`src/rtl/dcache_2way.sv`:
```
// rtl/dcache_2way.sv - two-way set-associative write-back/write-allocate data cache; optional DCACHE_STATS_EN hit/miss counters
module dcache_2way #(
  parameter int ADDR_W      = 8,
  parameter int DATA_W      = 8,
  parameter int SETS        = 8,
  parameter int BLOCK_WORDS = 4
) (
  input  logic                            CLK,
  input  logic                            RESET,
  input  logic                            READ,
  input  logic                            WRITE,
  input  logic [ADDR_W-1:0]               ADDRESS,
  input  logic [DATA_W-1:0]               WRITEDATA,
  output logic [DATA_W-1:0]               READDATA,
  output logic                            BUSYWAIT,
  output logic                            Mem_READ,
  output logic                            Mem_WRITE,
  output logic [ADDR_W-$clog2(BLOCK_WORDS)-1:0] Mem_ADDRESS,
  output logic [DATA_W*BLOCK_WORDS-1:0]   Mem_WRITEDATA,
  input  logic [DATA_W*BLOCK_WORDS-1:0]   Mem_READDATA,
  input  logic                            Mem_BUSYWAIT
`ifdef DCACHE_STATS_EN
  ,
  output logic [15:0]                     HIT_COUNT,
  output logic [15:0]                     MISS_COUNT
`endif
);

  localparam int OFF_W = $clog2(BLOCK_WORDS);
  localparam int IDX_W = $clog2(SETS);
  localparam int TAG_W = ADDR_W - IDX_W - OFF_W;
  localparam int BLK_W = DATA_W * BLOCK_WORDS;

  localparam logic [1:0] S_IDLE  = 2'd0;
  localparam logic [1:0] S_WB    = 2'd1;
  localparam logic [1:0] S_FETCH = 2'd2;
  localparam logic [1:0] S_FILL  = 2'd3;

  logic [1:0]       state_q, state_d;
  logic [SETS-1:0]  valid_q [2];
  logic [SETS-1:0]  dirty_q [2];
  logic [SETS-1:0]  lru_q;
  logic [TAG_W-1:0] tag_q   [2][SETS];
  logic [BLK_W-1:0] data_q  [2][SETS];
  logic             victim_q;
  logic [BLK_W-1:0] fill_buf_q;

  logic [TAG_W-1:0] req_tag;
  logic [IDX_W-1:0] req_idx;
  logic [OFF_W-1:0] req_off;
  logic             req, do_read, do_write;
  logic [1:0]       hit_w;
  logic             hit, hit_way, idle_hit, victim_sel;

  // Address decode, parallel tag compare of both ways and victim choice
  always_comb begin
    req_tag    = ADDRESS[ADDR_W-1 -: TAG_W];
    req_idx    = ADDRESS[OFF_W +: IDX_W];
    req_off    = ADDRESS[OFF_W-1:0];
    req        = READ | WRITE;
    do_write   = WRITE;
    do_read    = READ & ~WRITE;
    hit_w[0]   = valid_q[0][req_idx] && (tag_q[0][req_idx] == req_tag);
    hit_w[1]   = valid_q[1][req_idx] && (tag_q[1][req_idx] == req_tag);
    hit        = |hit_w;
    hit_way    = hit_w[1];
    idle_hit   = (state_q == S_IDLE) && hit;
    victim_sel = !valid_q[0][req_idx] ? 1'b0 :
                 !valid_q[1][req_idx] ? 1'b1 : lru_q[req_idx];
  end

  // CPU-side outputs: stall and combinational read data
  always_comb begin
    BUSYWAIT = req && !idle_hit && !RESET;
    READDATA = '0;
    if (do_read && idle_hit)
      READDATA = data_q[hit_way][req_idx][req_off*DATA_W +: DATA_W];
  end

  // Memory-side request outputs, driven only in WRITEBACK and FETCH
  always_comb begin
    Mem_READ      = 1'b0;
    Mem_WRITE     = 1'b0;
    Mem_ADDRESS   = '0;
    Mem_WRITEDATA = '0;
    case (state_q)
      S_WB: begin
        Mem_WRITE     = 1'b1;
        Mem_ADDRESS   = {tag_q[victim_q][req_idx], req_idx};
        Mem_WRITEDATA = data_q[victim_q][req_idx];
      end
      S_FETCH: begin
        Mem_READ    = 1'b1;
        Mem_ADDRESS = {req_tag, req_idx};
      end
      default: ;
    endcase
  end

  // Next-state: misses go through optional write-back, then fetch and fill
  always_comb begin
    state_d = state_q;
    case (state_q)
      S_IDLE:
        if (req && !hit)
          state_d = (valid_q[victim_sel][req_idx] && dirty_q[victim_sel][req_idx]) ? S_WB : S_FETCH;
      S_WB:    if (!Mem_BUSYWAIT) state_d = S_FETCH;
      S_FETCH: if (!Mem_BUSYWAIT) state_d = S_FILL;
      default: state_d = S_IDLE;
    endcase
  end

  // State, tag/valid/dirty/LRU bookkeeping and block storage updates
  always_ff @(posedge CLK) begin
    if (RESET) begin
      state_q    <= S_IDLE;
      valid_q[0] <= '0;
      valid_q[1] <= '0;
      dirty_q[0] <= '0;
      dirty_q[1] <= '0;
      lru_q      <= '0;
      victim_q   <= 1'b0;
      fill_buf_q <= '0;
    end else begin
      state_q <= state_d;
      case (state_q)
        S_IDLE:
          if (req) begin
            if (hit) begin
              lru_q[req_idx] <= ~hit_way;
              if (do_write) begin
                data_q[hit_way][req_idx][req_off*DATA_W +: DATA_W] <= WRITEDATA;
                dirty_q[hit_way][req_idx] <= 1'b1;
              end
            end else begin
              victim_q <= victim_sel;
            end
          end
        S_FETCH:
          if (!Mem_BUSYWAIT) fill_buf_q <= Mem_READDATA;
        S_FILL: begin
          data_q[victim_q][req_idx]  <= fill_buf_q;
          tag_q[victim_q][req_idx]   <= req_tag;
          valid_q[victim_q][req_idx] <= 1'b1;
          dirty_q[victim_q][req_idx] <= 1'b0;
          lru_q[req_idx]             <= ~victim_q;
        end
        default: ;
      endcase
    end
  end

`ifdef DCACHE_STATS_EN
  logic [15:0] hit_cnt_q, miss_cnt_q;

  // Saturating counters: each cycle a request is served as a hit, and each miss launch
  always_ff @(posedge CLK) begin
    if (RESET) begin
      hit_cnt_q  <= '0;
      miss_cnt_q <= '0;
    end else begin
      if (req && idle_hit && hit_cnt_q != 16'hFFFF)
        hit_cnt_q <= hit_cnt_q + 16'd1;
      if (state_q == S_IDLE && state_d != S_IDLE && miss_cnt_q != 16'hFFFF)
        miss_cnt_q <= miss_cnt_q + 16'd1;
    end
  end

  assign HIT_COUNT  = hit_cnt_q;
  assign MISS_COUNT = miss_cnt_q;
`endif

endmodule

```
`config.mk`:
```
export PLATFORM = sky130hd
export DESIGN_NAME = dcache_2way
export DESIGN_NICKNAME = d
export VERILOG_FILES = /design/src/rtl/dcache_2way.sv
export SDC_FILE = /design/constraint.sdc
export NUM_CORES = 1
export LEC_CHECK = 0
export CAP_MARGIN = 20
export CORE_MARGIN = 3
export CORE_UTILIZATION = 62
export DETAILED_ROUTE_END_ITERATION = 7
export PLACE_DENSITY = 0.83
export SYNTH_ARGS = -nofsm -noshare
export SYNTH_HDL_FRONTEND = slang
export SYNTH_SLANG_ARGS = --single-unit
```
`constraint.sdc`:
```
create_clock -name CLK -period 5.31 [get_ports CLK]
set_input_delay 0.7965 -clock CLK [delete_from_list [all_inputs] [get_ports CLK]]
set_output_delay 0.7965 -clock CLK [all_outputs]
set_load 0.02 [all_outputs]
```
==> impl_results.md <==
- Outcome: complete, no violations
- Setup CP Type: in -> out
- Final Critical Period: 5.26 ns
- Seq pwr share: 48.9%
- Hpwl dp: 62.5 mm
- Sw frac: 24.9%
- Initial antenna violation count: 0
- Final period util: 99.0%
- Cells after synthesis: 2105
- Num rows: 80
- Routed vias: 21.7k
- Crit path DAT: 4.46 ns
- Die Width: 226 um
- CP max FO: 18
- Clk root buf: clkbuf_16
- Seq. cell area: 0.0185 mm2
- Met1 WL: 31.2 mm
- Final WS setup: 0.0526 ns
- Syn-to-layout area delta: 15.5%
- Filler instances: 2903
- Clk buf depth: 3
- Delay-heaviest family, CP: simple AND/OR/NAND/NOR gates
- Worst skew pair latency: 0.64 ns
- FMAX: 190 MHz
- CP startpoint kind: input port
- CP Depth: 15
- Crit-path slowest cell: mux4_2
- Global Route Usage Sum: 36.5%
- Placed instance area: 0.0327 mm2
- P_int: 8.54 mW
- Yosys warns: 0
- Yosys reg bits: 636
- Setup violators final: 0
- Synthesized area per cell: 14.3 um2
- Port Buffers: 101
- Hold Vio Cnt, Final: 0
- Hold_ws: 0.457 ns
- CP Capture Type: output pin
- Post-synth top flop: edfxtp_1
- Static leakage: 11.7 nW
- PwrDens: 327 mW/mm2
- Worst Tran Pin Value: 1.14 ns
- Worst-path clk slew: 0.06 ns
- Mapped Area: 0.0301 mm2
- Global-route wire length before repair: 136 mm
- Critical Path Most Common Cell: buf_4
- I/O pins: 102
- Syn_nets: 2168
- Clock network power share: 37.8%
- Detail Route met3 WL: 14.4 mm
- Layout Skew: 0.0221 ns
- Most frequent cells in the layout: edfxtp_1 (576), nand2_1 (292), buf_4 (194)
- Die Area: 0.0513 mm2
- Most common cell after layout, fill and taps aside: edfxtp_1
- Worst hold path type: reg -> reg
- Data required, critical path: 4.51 ns
- WL met2: 41.6 mm
- Detailed-route vias per instance: 7.28
- Depth of the worst register-to-register path: 11
- Clock sinks: 636
- Distinct cells, synth: 67
- DR WL/cell: 31.3 um
- Drt first pass iters: 6
- Seq/Total Area, Yosys: 61.4%
- Aggregate global routing overflow: 0
- EDFF count, synth: 576
- Post-synthesis async set-or-reset flop share: 0%
- Max H-tree Level: 2
- Max incr delay on CP: 0.59 ns
- Hold Path Depth: 2
- Final net count: 2376
- Count of buffer and inverter cells on the critical path: 5
- Routability Congestion: 0.963
- Area of the multi-input gates: 0.0108 mm2
- CP cell instances: buf_4 > or2b_1 > o22ai_2 > or3_1 > a221oi_2 > and2_4 > buf_4 > buf_12 > mux4_2 > nor2_2 > o21ai_0 > a41oi_2 > buf_4 > a32oi_1 > dlygate4sd2_1
- Psw: 2.83 mW
- Largest net degree at the start of global routing: 67
- Die Y: 226 um
- Antenna Violating Nets Remaining: 0
- Max_cap viols: 0
- Relative slew slack: 23.7%
- # DRC: 0
- Number of global-route vias before repair: 21.5k
- Detailed Route Iter0 Violations: 3806
- Logic pwr share: 13.3%
- Initial Util: 63.0%
- Maximum vdd drop: 298 uV
- Final Slew Violations: 0
- Design Area, Final: 0.0348 mm2
- DR top layer: met4
- Num CTS Buffers: 60
- CTS tree: built
- Total Wirelength: 93.2 mm
- Layout cells sized above 1: 21.2%
- Core area: 0.0478 mm2
- Pre-CTS WS: -0.229 ns
[per-stage QoR]
stage	cells	total power [mW]	util, %	setup TNS (ns)
final	2979	11.4	72.7	0
after detailed placement	2863	7.12	68.4	-1.05
after floorplan	2105	6.54	-	0
after global routing	2978	11.6	72.7	-0.0425
after global placement	2863	7.08	68.4	-0.822
after CTS	2976	11.3	72.5	0
[state kept, by name, indices dropped and copies added, names as in the netlist, named ones only]
| name | count |
|---|---|
| victim_q | 1 |
| dirty_q | 16 |
| tag_q | 48 |
| state_q | 2 |
| valid_q | 16 |
| fill_buf_q | 32 |
| data_q | 512 |
| lru_q | 8 |
[routing by layer]
layer	global-route usage (%)	vias up
met1	48.2	10500
li1	-	8732
met2	54.9	2006
met4	20.6	0
met3	11.0	444
met5	0	-
[worst register-to-register path, delay by kind of cell, from the launching register on]
family | cells | cell delay [ns]
flip-flops | 1 | 0.43
AO/OA/AOI/OAI | 3 | 0.97
multiplexers | 2 | 0.75
XOR/XNOR | 1 | 0.19
AND/OR/NAND/NOR | 4 | 1.39
buffers and inverters | 1 | 0.18
[power by group through the flow]
stage	Combinational [mW]	Clock (mW)	Sequential (mW)
2_1_floorplan	0.898	0	5.64
3_3_place_gp	1.42	0	5.66
3_5_place_dp	1.45	0	5.67
4_1_cts	1.47	4.29	5.56
5_1_grt	1.57	4.48	5.57
6_report	1.52	4.29	5.56
[logic make-up (layout without fill, tap and decap cells)]
family	count (synthesis)	in the layout	share of synthesized area, %
DFF	636	636	61.4
and+or+nand+nor	548	548	7.66
AOI/OAI and AO/OA	372	372	9.04
muxes	339	339	18.1
buffers and inverters	196	454	3.21
adders and majority gates	10	10	0.415
xor gates and xnor gates	4	4	0.116
other	0	1	0
[cells in the mapped netlist, types with 9 or more instances]
cell	count	area, um2
o2111ai_1	11	96.3
a211oi_1	12	90.1
a32o_1	18	180
o21ai_0	19	95.1
a31oi_1	9	56.3
dfxtp_1	60	1200
buf_1	33	124
a22o_1	32	280
inv_1	35	131
nor2_1	136	510
a311oi_1	11	96.3
mux2i_1	168	1680
o21a_1	14	105
o21bai_1	21	158
a21oi_1	56	280
and3_1	12	75.1
mux4_2	165	3720
clkbuf_1	78	293
nand3_1	47	235
buf_2	24	120
a32oi_1	38	333
o22ai_1	75	469
nand2_1	293	1100
edfxtp_1	576	17300
and2_1	14	87.6
ha_1	10	125
[final cells by class]
class                      instances  area share (%)
antenna                            1         0.00719
clock buffer                      76            4.70
clock inverter                    36           0.928
inverter                          38           0.410
multi-input combinational       1273            30.9
sequential                       636            53.2
tap                              615            2.21
timing repair buffer             304            7.66
[timing repair]
action / in CTS / in global routing
hold endpoints to repair: 0 / 0
gates resized for setup: 6 / 16
pin swaps: 0 / 3
hold buffers: 0 / 0
setup buffers: 1 / 1
setup endpoints to repair: 7 / 8
[worst paths after layout]
path	start	end	slack, ns
worst max register to register	tag_q[0][16]	data_q[0][17]	1.01
worst min-delay path	fill_buf_q[21]	fill_buf_q[21]	0.46
worst min register to register	fill_buf_q[21]	fill_buf_q[21]	0.46
worst max-delay path	ADDRESS[4]	READDATA[2]	0.05
No activity file was read; power rests on OpenSTA's default activity.
